<file path="src/rtl/fifo_test_pkg.sv">
// Shared settings for the FIFO loop-back test (write and read sides).
// Holds the FIFO geometry and the read-side controller state encoding.
package fifo_test_pkg;

    localparam int unsigned DATA_W = 8;
    localparam int unsigned DEPTH  = 256;
    localparam int unsigned ERR_W  = 8;

    typedef enum logic [1:0] {
        IDLE   = 2'd0,
        READ   = 2'd1,
        DRAIN  = 2'd2,
        REPORT = 2'd3
    } rd_state_t;

endpackage

</file>
<file path="src/rtl/rd_fifo_check_seq_checker.sv">
// Compares each word read from the FIFO against an incrementing sequence.
// Counts words and mismatches with saturation; republishes the word as data_out/data_vld.
module seq_checker #(
    parameter int unsigned DATA_W = 8,
    parameter int unsigned CNT_W  = 9,
    parameter int unsigned ERR_W  = 8
) (
    input  logic              clk,
    input  logic              rst_n,
    input  logic              clear,
    input  logic              rd_d1,
    input  logic [DATA_W-1:0] q,
    output logic [DATA_W-1:0] data_out,
    output logic              data_vld,
    output logic [CNT_W-1:0]  word_cnt,
    output logic [ERR_W-1:0]  err_cnt
);

    logic [DATA_W-1:0] exp_word;

    always_ff @(posedge clk or negedge rst_n) begin
        if (!rst_n) begin
            data_out <= '0;
            data_vld <= 1'b0;
            word_cnt <= '0;
            err_cnt  <= '0;
            exp_word <= '0;
        end else begin
            data_vld <= rd_d1;
            if (rd_d1) begin
                data_out <= q;
            end
            if (clear) begin
                word_cnt <= '0;
                err_cnt  <= '0;
                exp_word <= '0;
            end else if (rd_d1) begin
                if (word_cnt != '1) begin
                    word_cnt <= word_cnt + 1'b1;
                end
                // Compare against the pre-increment expectation; the sequence wraps freely.
                if ((q != exp_word) && (err_cnt != '1)) begin
                    err_cnt <= err_cnt + 1'b1;
                end
                exp_word <= exp_word + 1'b1;
            end
        end
    end

endmodule

</file>
<file path="src/rtl/rd_fifo_check.sv">
// Read side of the FIFO loop-back test: drains a full FIFO on a key press,
// checks the incrementing sequence and reports a per-burst pass/fail verdict.
module rd_fifo_check #(
    parameter int unsigned DATA_W = fifo_test_pkg::DATA_W,
    parameter int unsigned DEPTH  = fifo_test_pkg::DEPTH,
    parameter int unsigned ERR_W  = fifo_test_pkg::ERR_W
) (
    input  logic              clk,
    input  logic              rst_n,
    input  logic              rdfull,
    input  logic              rdempty,
    input  logic [DATA_W-1:0] q,
    input  logic              key_rd,
    output logic              rdreq,
    output logic [DATA_W-1:0] data_out,
    output logic              data_vld,
    output logic [ERR_W-1:0]  err_cnt,
    output logic              done,
    output logic              pass,
    output logic              led_rd
);

    import fifo_test_pkg::*;

    localparam int unsigned CNT_W = $clog2(DEPTH) + 1;

    rd_state_t        state;
    rd_state_t        state_nxt;
    logic             start;
    logic             rd_d1;
    logic [CNT_W-1:0] word_cnt;

    assign rdreq  = (state == READ) && !rdempty;
    assign led_rd = !rdempty;

    always_ff @(posedge clk or negedge rst_n) begin
        if (!rst_n) begin
            state <= IDLE;
        end else begin
            state <= state_nxt;
        end
    end

    always_comb begin
        state_nxt = state;
        start     = 1'b0;
        case (state)
            IDLE: begin
                if (!key_rd && rdfull) begin
                    state_nxt = READ;
                    start     = 1'b1;
                end
            end
            READ: begin
                if (rdempty) begin
                    state_nxt = DRAIN;
                end
            end
            DRAIN: begin
                // The last accepted read still has its data in flight until rd_d1 clears.
                if (!rd_d1) begin
                    state_nxt = REPORT;
                end
            end
            REPORT: begin
                state_nxt = IDLE;
            end
            default: begin
                state_nxt = IDLE;
            end
        endcase
    end

    always_ff @(posedge clk or negedge rst_n) begin
        if (!rst_n) begin
            rd_d1 <= 1'b0;
            done  <= 1'b0;
            pass  <= 1'b0;
        end else begin
            rd_d1 <= rdreq;
            done  <= (state == REPORT);
            if (start) begin
                pass <= 1'b0;
            end else if (state == REPORT) begin
                pass <= (err_cnt == '0) && (word_cnt == CNT_W'(DEPTH));
            end
        end
    end

    seq_checker #(
        .DATA_W (DATA_W),
        .CNT_W  (CNT_W),
        .ERR_W  (ERR_W)
    ) u_seq_checker (
        .clk      (clk),
        .rst_n    (rst_n),
        .clear    (start),
        .rd_d1    (rd_d1),
        .q        (q),
        .data_out (data_out),
        .data_vld (data_vld),
        .word_cnt (word_cnt),
        .err_cnt  (err_cnt)
    );

endmodule

</file>
<file path="config.mk">
export PLATFORM = sky130hd
export DESIGN_NAME = rd_fifo_check
export DESIGN_NICKNAME = d
export VERILOG_FILES = /design/src/rtl/fifo_test_pkg.sv /design/src/rtl/rd_fifo_check_seq_checker.sv /design/src/rtl/rd_fifo_check.sv
export SDC_FILE = /design/constraint.sdc
export NUM_CORES = 1
export LEC_CHECK = 0
export CORE_MARGIN = 3
export CORE_UTILIZATION = 30
export DETAILED_ROUTE_END_ITERATION = 10
export GPL_TIMING_DRIVEN = 0
export SLEW_MARGIN = 25
export SYNTH_ARGS = -nofsm -noshare
export SYNTH_HDL_FRONTEND = slang
export SYNTH_SLANG_ARGS = --single-unit
</file>
<file path="constraint.sdc">
create_clock -name clk -period 1.95 [get_ports clk]
set_input_delay 0.39 -clock clk [delete_from_list [all_inputs] [get_ports clk]]
set_output_delay 0.39 -clock clk [all_outputs]
set_load 0.005 [all_outputs]
</file>
---- After elaboration in Yosys (flattened, before gate mapping) ----
Index checks and enable logic that the tools add are counted.
word-level totals
  flip-flop bits (word level) ............. 39
  word-level logic and storage cells ...... 53
  output and inout bits ................... 21
cells by class
  equal/unequal tests ..................... 10
  muxes and demuxes ....................... 16
  reduce and logical (&&, ||, !) cells .... 15
  add/sub/neg operators ................... 3
operators with widths
  cell                                                                    count
  8-bit 2-to-1 mux                                                        5
  9-bit 2-to-1 mux                                                        3
  8-bit by 1-bit adder with 8-bit output (second input constant)          2
  9-bit by 1-bit adder with 9-bit output (second input constant)          1
  9-bit equality test (second input constant)                             1
  9-bit inequality test (second input constant)                           1
  8-bit zero test                                                         1
  8-bit inequality test                                                   1
  8-bit inequality test (second input constant)                           1
  2-bit case mux with 4 select lines                                      1
  2-bit nonzero test                                                      4
  2-bit 2-to-1 mux                                                        3
  2-bit inequality test (second input constant)                           3
  2-bit equality test (second input constant)                             2
  1-bit logical AND                                                       4
  1-bit 2-to-1 mux                                                        4
  2-bit AND reduction                                                     2
  3-bit AND reduction                                                     1
  2-bit by 1-bit equality test with 1-bit output (second input constant)  1
  1-bit zero test                                                         2
  2-bit zero test                                                         1

---- Depth between registers and ports, before layout ----
  word-level depth ........................ 6
  mapped depth ............................ 10

---- By module ----
Synthesis repeated with hierarchy kept, for this count alone.
second synthesis, totals
  cells, all modules ...................... 178
  area, all modules ....................... 1990.7 µm²
by module, submodules not included
  module         seq. area each (µm²)  cells each  times used  area an instance (µm²)
  seq_checker    850.8                 151         1           1665.3
  rd_fifo_check  125.1                 27          1           325.3

---- Least setup slack after synthesis ----
No wires, ideal clock.
  kind .................................... reg2reg
  from .................................... register u_seq_checker.word_cnt[2]
  to ...................................... register u_seq_checker.word_cnt[7]
  path slack .............................. 215 ps
  cell stages (with the launch flop) ...... 11
  buffers on the path ..................... 1
  period minus slack after synthesis ...... 1735 ps
  setup time .............................. 132 ps
  arrival ................................. 1604 ps
  cells stage by stage .................... dfrtp_1 -> and3_1 -> nand3_1 -> nor2_1 -> ha_1 -> nor2b_1 -> buf_2 -> and3_1 -> nand2b_1 -> xor2_1 -> nor2_1
between the ends
  word-level cells in the longest chain between the ends .. 4
  elaborated cells between the ends (all ways) .. 7
RTL lines
  item                                    line                             RTL
  start, declared                         rd_fifo_check_seq_checker.sv:15  output logic [CNT_W-1:0] word_cnt,
  start signal, assigned                  rd_fifo_check_seq_checker.sv:39  word_cnt <= word_cnt + 1'b1;
  9-bit by 1-bit adder with 9-bit output  rd_fifo_check_seq_checker.sv:39
  9-bit 2-to-1 mux                        rd_fifo_check_seq_checker.sv:38  if (word_cnt != '1) begin
  9-bit 2-to-1 mux                        rd_fifo_check_seq_checker.sv:37  end else if (rd_d1) begin
  9-bit 2-to-1 mux                        rd_fifo_check_seq_checker.sv:33  if (clear) begin
Several ways; a longest one is shown, not always the timed one. The select of a mux whose other input is x is not followed.
A chain may end at the register's enable or synchronous reset.

---- Worst setup path after layout ----
  from .................................... input port q[2]
  to ...................................... register u_seq_checker.err_cnt[1]
between the ends
  word-level cells in the longest chain between the ends .. 4
RTL lines
  item                           line                             RTL
  start, declared                rd_fifo_check.sv:12              input logic [DATA_W-1:0] q,
  8-bit inequality test          rd_fifo_check_seq_checker.sv:42  if ((q != exp_word) && (err_cnt != '1)) begin
  1-bit logical AND              rd_fifo_check_seq_checker.sv:42
  2-bit nonzero test (no line)   -
  2-bit AND reduction (no line)  -
  end signal, assigned           rd_fifo_check_seq_checker.sv:43  err_cnt <= err_cnt + 1'b1;
  end, declared                  rd_fifo_check_seq_checker.sv:16  output logic [ERR_W-1:0] err_cnt
Every way passes these cells.

==> flow_summary_export.csv <==
group,metric,value,unit
power_and_ir_drop,p_int,2.111,mW
finish,nFillCells,642,
timing,fin_crit,1.901,ns
clock_network,cts_tree,"yes",
power_and_ir_drop,p_per_area,1183,mW/mm^2
finish,mostFrequentLayoutCells,"38 x dfrtp_1, 31 x clkdlybuf4s50_1, 20 x nor2_1",
timing,maxClockFrequency,526.1,MHz
die,ios,34,
routing,vias,1597,
power_and_ir_drop,p_comb_share,36.2,%
finish,drive_gt1_share,14.04,%
setup_path,worstReg2RegEnd,"u_seq_checker.word_cnt[7]",
die,coreArea,0.006459,mm^2
timing,rsz0062_at_grt,"false",
power_and_ir_drop,seqPwrFrac,40.7,%
timing,fin_hold_ws,0.5072,ns
die,dieArea,0.007810,mm^2
run,maxCapViolations,0,
grt,antenna_found_initial,0,
routing,drt-initial-drc-count,120,
placed_design,gp_congestion,0.7638,
grt,grt_max_degree,28,
synth,syn-num-nets,214,
timing,slew_viol_final,0,
placed_design,dp_cells,302,
power_and_ir_drop,p_total,3.128,mW
timing,relSlewSlack,58.13,%
setup_path,endpoint_kind,"flip-flop",
timing,skew,0.01827,ns
die,die_h,88.38,um
min_path,hold_path.class,"input pin to asynchronous set/reset pin",
power_and_ir_drop,worst_ir_drop_vdd,569.0,uV
finish,stdcell_area,0.002645,mm^2
clock_network,clk_latency,0.30,ns
setup_path,critical_path_peak_fanout,5,
power_and_ir_drop,pwr-share-clk,23.0,%
synth,synth.top_cell.area_share,47.94,%
routing,firstDrtPassIters,4,
die,start_util,31.52,%
power_and_ir_drop,leakage,1.196,nW
synth,ys_ff_latch,39,
placed_design,dpl.hpwl,3334,um
setup_path,crit_path_start,"q[2]",
grt,grt-ovfl-total,0,
synth,synth_edf_count,0,
placed_design,dpl_cell_area,0.002477,mm^2
synth,syn_inst,191,
finish,antenna_cells,0,
synth,synth_cell_types,39,
grt,grt_usage,12.35,%
routing,avgViaCountPerCell,5.119,
synth,synth_area,0.002036,mm^2
timing,worst_pin_slew,0.6280,ns
timing,timing.final.hold_violations,0,
power_and_ir_drop,swShare,32.52,%
routing,wl_per_cell,14.98,um
clock_network,clk_pin_slew_worst_paths,0.09,ns
synth,yosysTopAreaCell,"dfrtp_1",
clock_network,cts_htree_levels,2,
placed_design,numPortBuffers,33,
setup_path,start_kind,"input pin",
routing,postRouteAntennaNets,0,
setup_path,endpoint,"u_seq_checker.err_cnt[1]",
finish,areaGrowthSynthToFinish,29.93,%
die,die_x,88.38,um
setup_path,critPathKind,"input pin to flip-flop",
clock_network,root_buffer,"clkbuf_8",
synth,ys_seq_area_share,47.94,%
clock_network,clock_path_buffers,2,
synth,synth-main-ff-cell,"dfrtp_1",
clock_network,numCtsBuffers,5,
routing,drc,0,
power_and_ir_drop,switching_power,1.017,mW
setup_path,r2r_cells,10,
finish,fin_nets,257,
timing,finalSetupViolations,0,
grt,grt_pass1_vias,1510,
outcome,status,"complete, no violations",
synth,synthArstFlopShare,100.0,%
finish,layout_commonest_cell,"dfrtp_1",
grt,grt_first_pass_wirelength,7500,um
setup_path,rr_startpoint,"u_seq_checker.word_cnt[0]",
placed_design,pre_cts_ws,-0.2512,ns
clock_network,clock_sinks,39,
setup_path,reg2reg_slack,0.11,ns
synth,synth_area_leaders,"dfrtp_1 48%, xor2_1 7.7%, ha_1 6.1%",
timing,fin_ws,0.04936,ns
timing,period_share,97.47,%
synth,yosysWarnings,0,
routing,wl,4673,um
finish,fin_cells,312,
setup_path,worst_ep_required_time,2.18,ns
synth,avgSynthCellArea,10.66,um^2
die,rows,29,
setup_path,crit_arrival,2.13,ns
## critical path: stages
cell,delay (ns)
clkdlybuf4s50_1,0.46
xor2_1,0.17
nor4_2,0.39
nand2_1,0.20
a311oi_1,0.36
a41o_1,0.16
## timing repair
action / CTS / global route
gates resized for setup: 5 / 7
setup endpoints to repair: 12 / 10
setup buffers: 1 / 0
endpoints found under the hold margin: 11 / 0
hold buffers: 1 / 0
## stage by stage
stage          utilization, %  TNS, ns
2_1_floorplan               -        0
3_3_place_gp            38.12   -24.00
3_5_place_dp            38.36   -3.308
4_1_cts                 40.60        0
5_1_grt                 40.95        0
6_report                40.95        0
## power groups by stage
| stage | clock, mW | sequential (mW) | combinational (mW) |
|---|---|---|---|
| 4_1_cts | 0.735 | 1.27 | 1.14 |
| 2_1_floorplan | 0 | 1.25 | 0.611 |
| 5_1_grt | 0.766 | 1.31 | 1.27 |
| 6_report | 0.721 | 1.27 | 1.13 |
| 3_5_place_dp | 0 | 1.29 | 1.09 |
| 3_3_place_gp | 0 | 1.27 | 1.07 |
## metal layers
layer | GRT usage [%] | wire (um) | vias up
met1 | 18.23 | 2301 | 779
met4 | 5.220 | 93 | 0
met3 | 2.793 | 189 | 11
met5 | 0 | 0 | -
met2 | 17.27 | 2088 | 33
li1 | - | - | 774
## worst min path at each step
| stage | from | to | slack, ns | depth (start not counted) |
|---|---|---|---|---|
| CTS | u_seq_checker.data_out[0] | u_seq_checker.data_out[0] | 0.51 | 1 |
| detailed placement | rst_n | u_seq_checker.data_out[5] | 0.31 | 1 |
| global route | rst_n | u_seq_checker.data_out[5] | 0.53 | 2 |
| finish | rst_n | u_seq_checker.data_out[5] | 0.51 | 2 |
| global placement | u_seq_checker.data_out[4] | u_seq_checker.data_out[4] | 0.49 | 1 |
| floorplan | rst_n | done | 0.09 | 0 |
## area by class of cell
class	count	area (um^2)	area share (%)
multi-input combinational	136	1016	38.41
buffer	7	42.54	1.608
sequential	39	977.2	36.94
timing repair buffer	36	361.6	13.67
clock inverter	2	35.03	1.325
clock buffer	6	82.58	3.122
tap	77	96.34	3.642
inverter	9	33.78	1.277
## cell families after synthesis
family                   synth area share, %
AND/OR/NAND/NOR                        19.05
adder cells (fa/ha/maj)                6.146
XOR/XNOR                               8.605
buffers and inverters                  3.442
AO/OA/AOI/OAI                          8.912
flip-flops                             47.94
multiplexers                           5.901
## cell usage after synthesis, types with 3 or more instances
master,count
and3_1,4
nand2b_1,7
clkbuf_1,3
a21oi_1,4
nor2_1,20
o21ai_0,4
nand2_1,14
o41ai_1,4
dfrtp_1,39
xor2_1,18
ha_1,10
nand4_1,10
mux2_2,8
inv_1,9
mux2i_1,3
o311ai_1,4
## registers in the layout, summed over array words and instances (netlist names), 2 cells and up
register	count
u_seq_checker.data_out	8
u_seq_checker.err_cnt	8
state	2
u_seq_checker.exp_word	8
u_seq_checker.word_cnt	9
(Power assumes the default switching activity.)
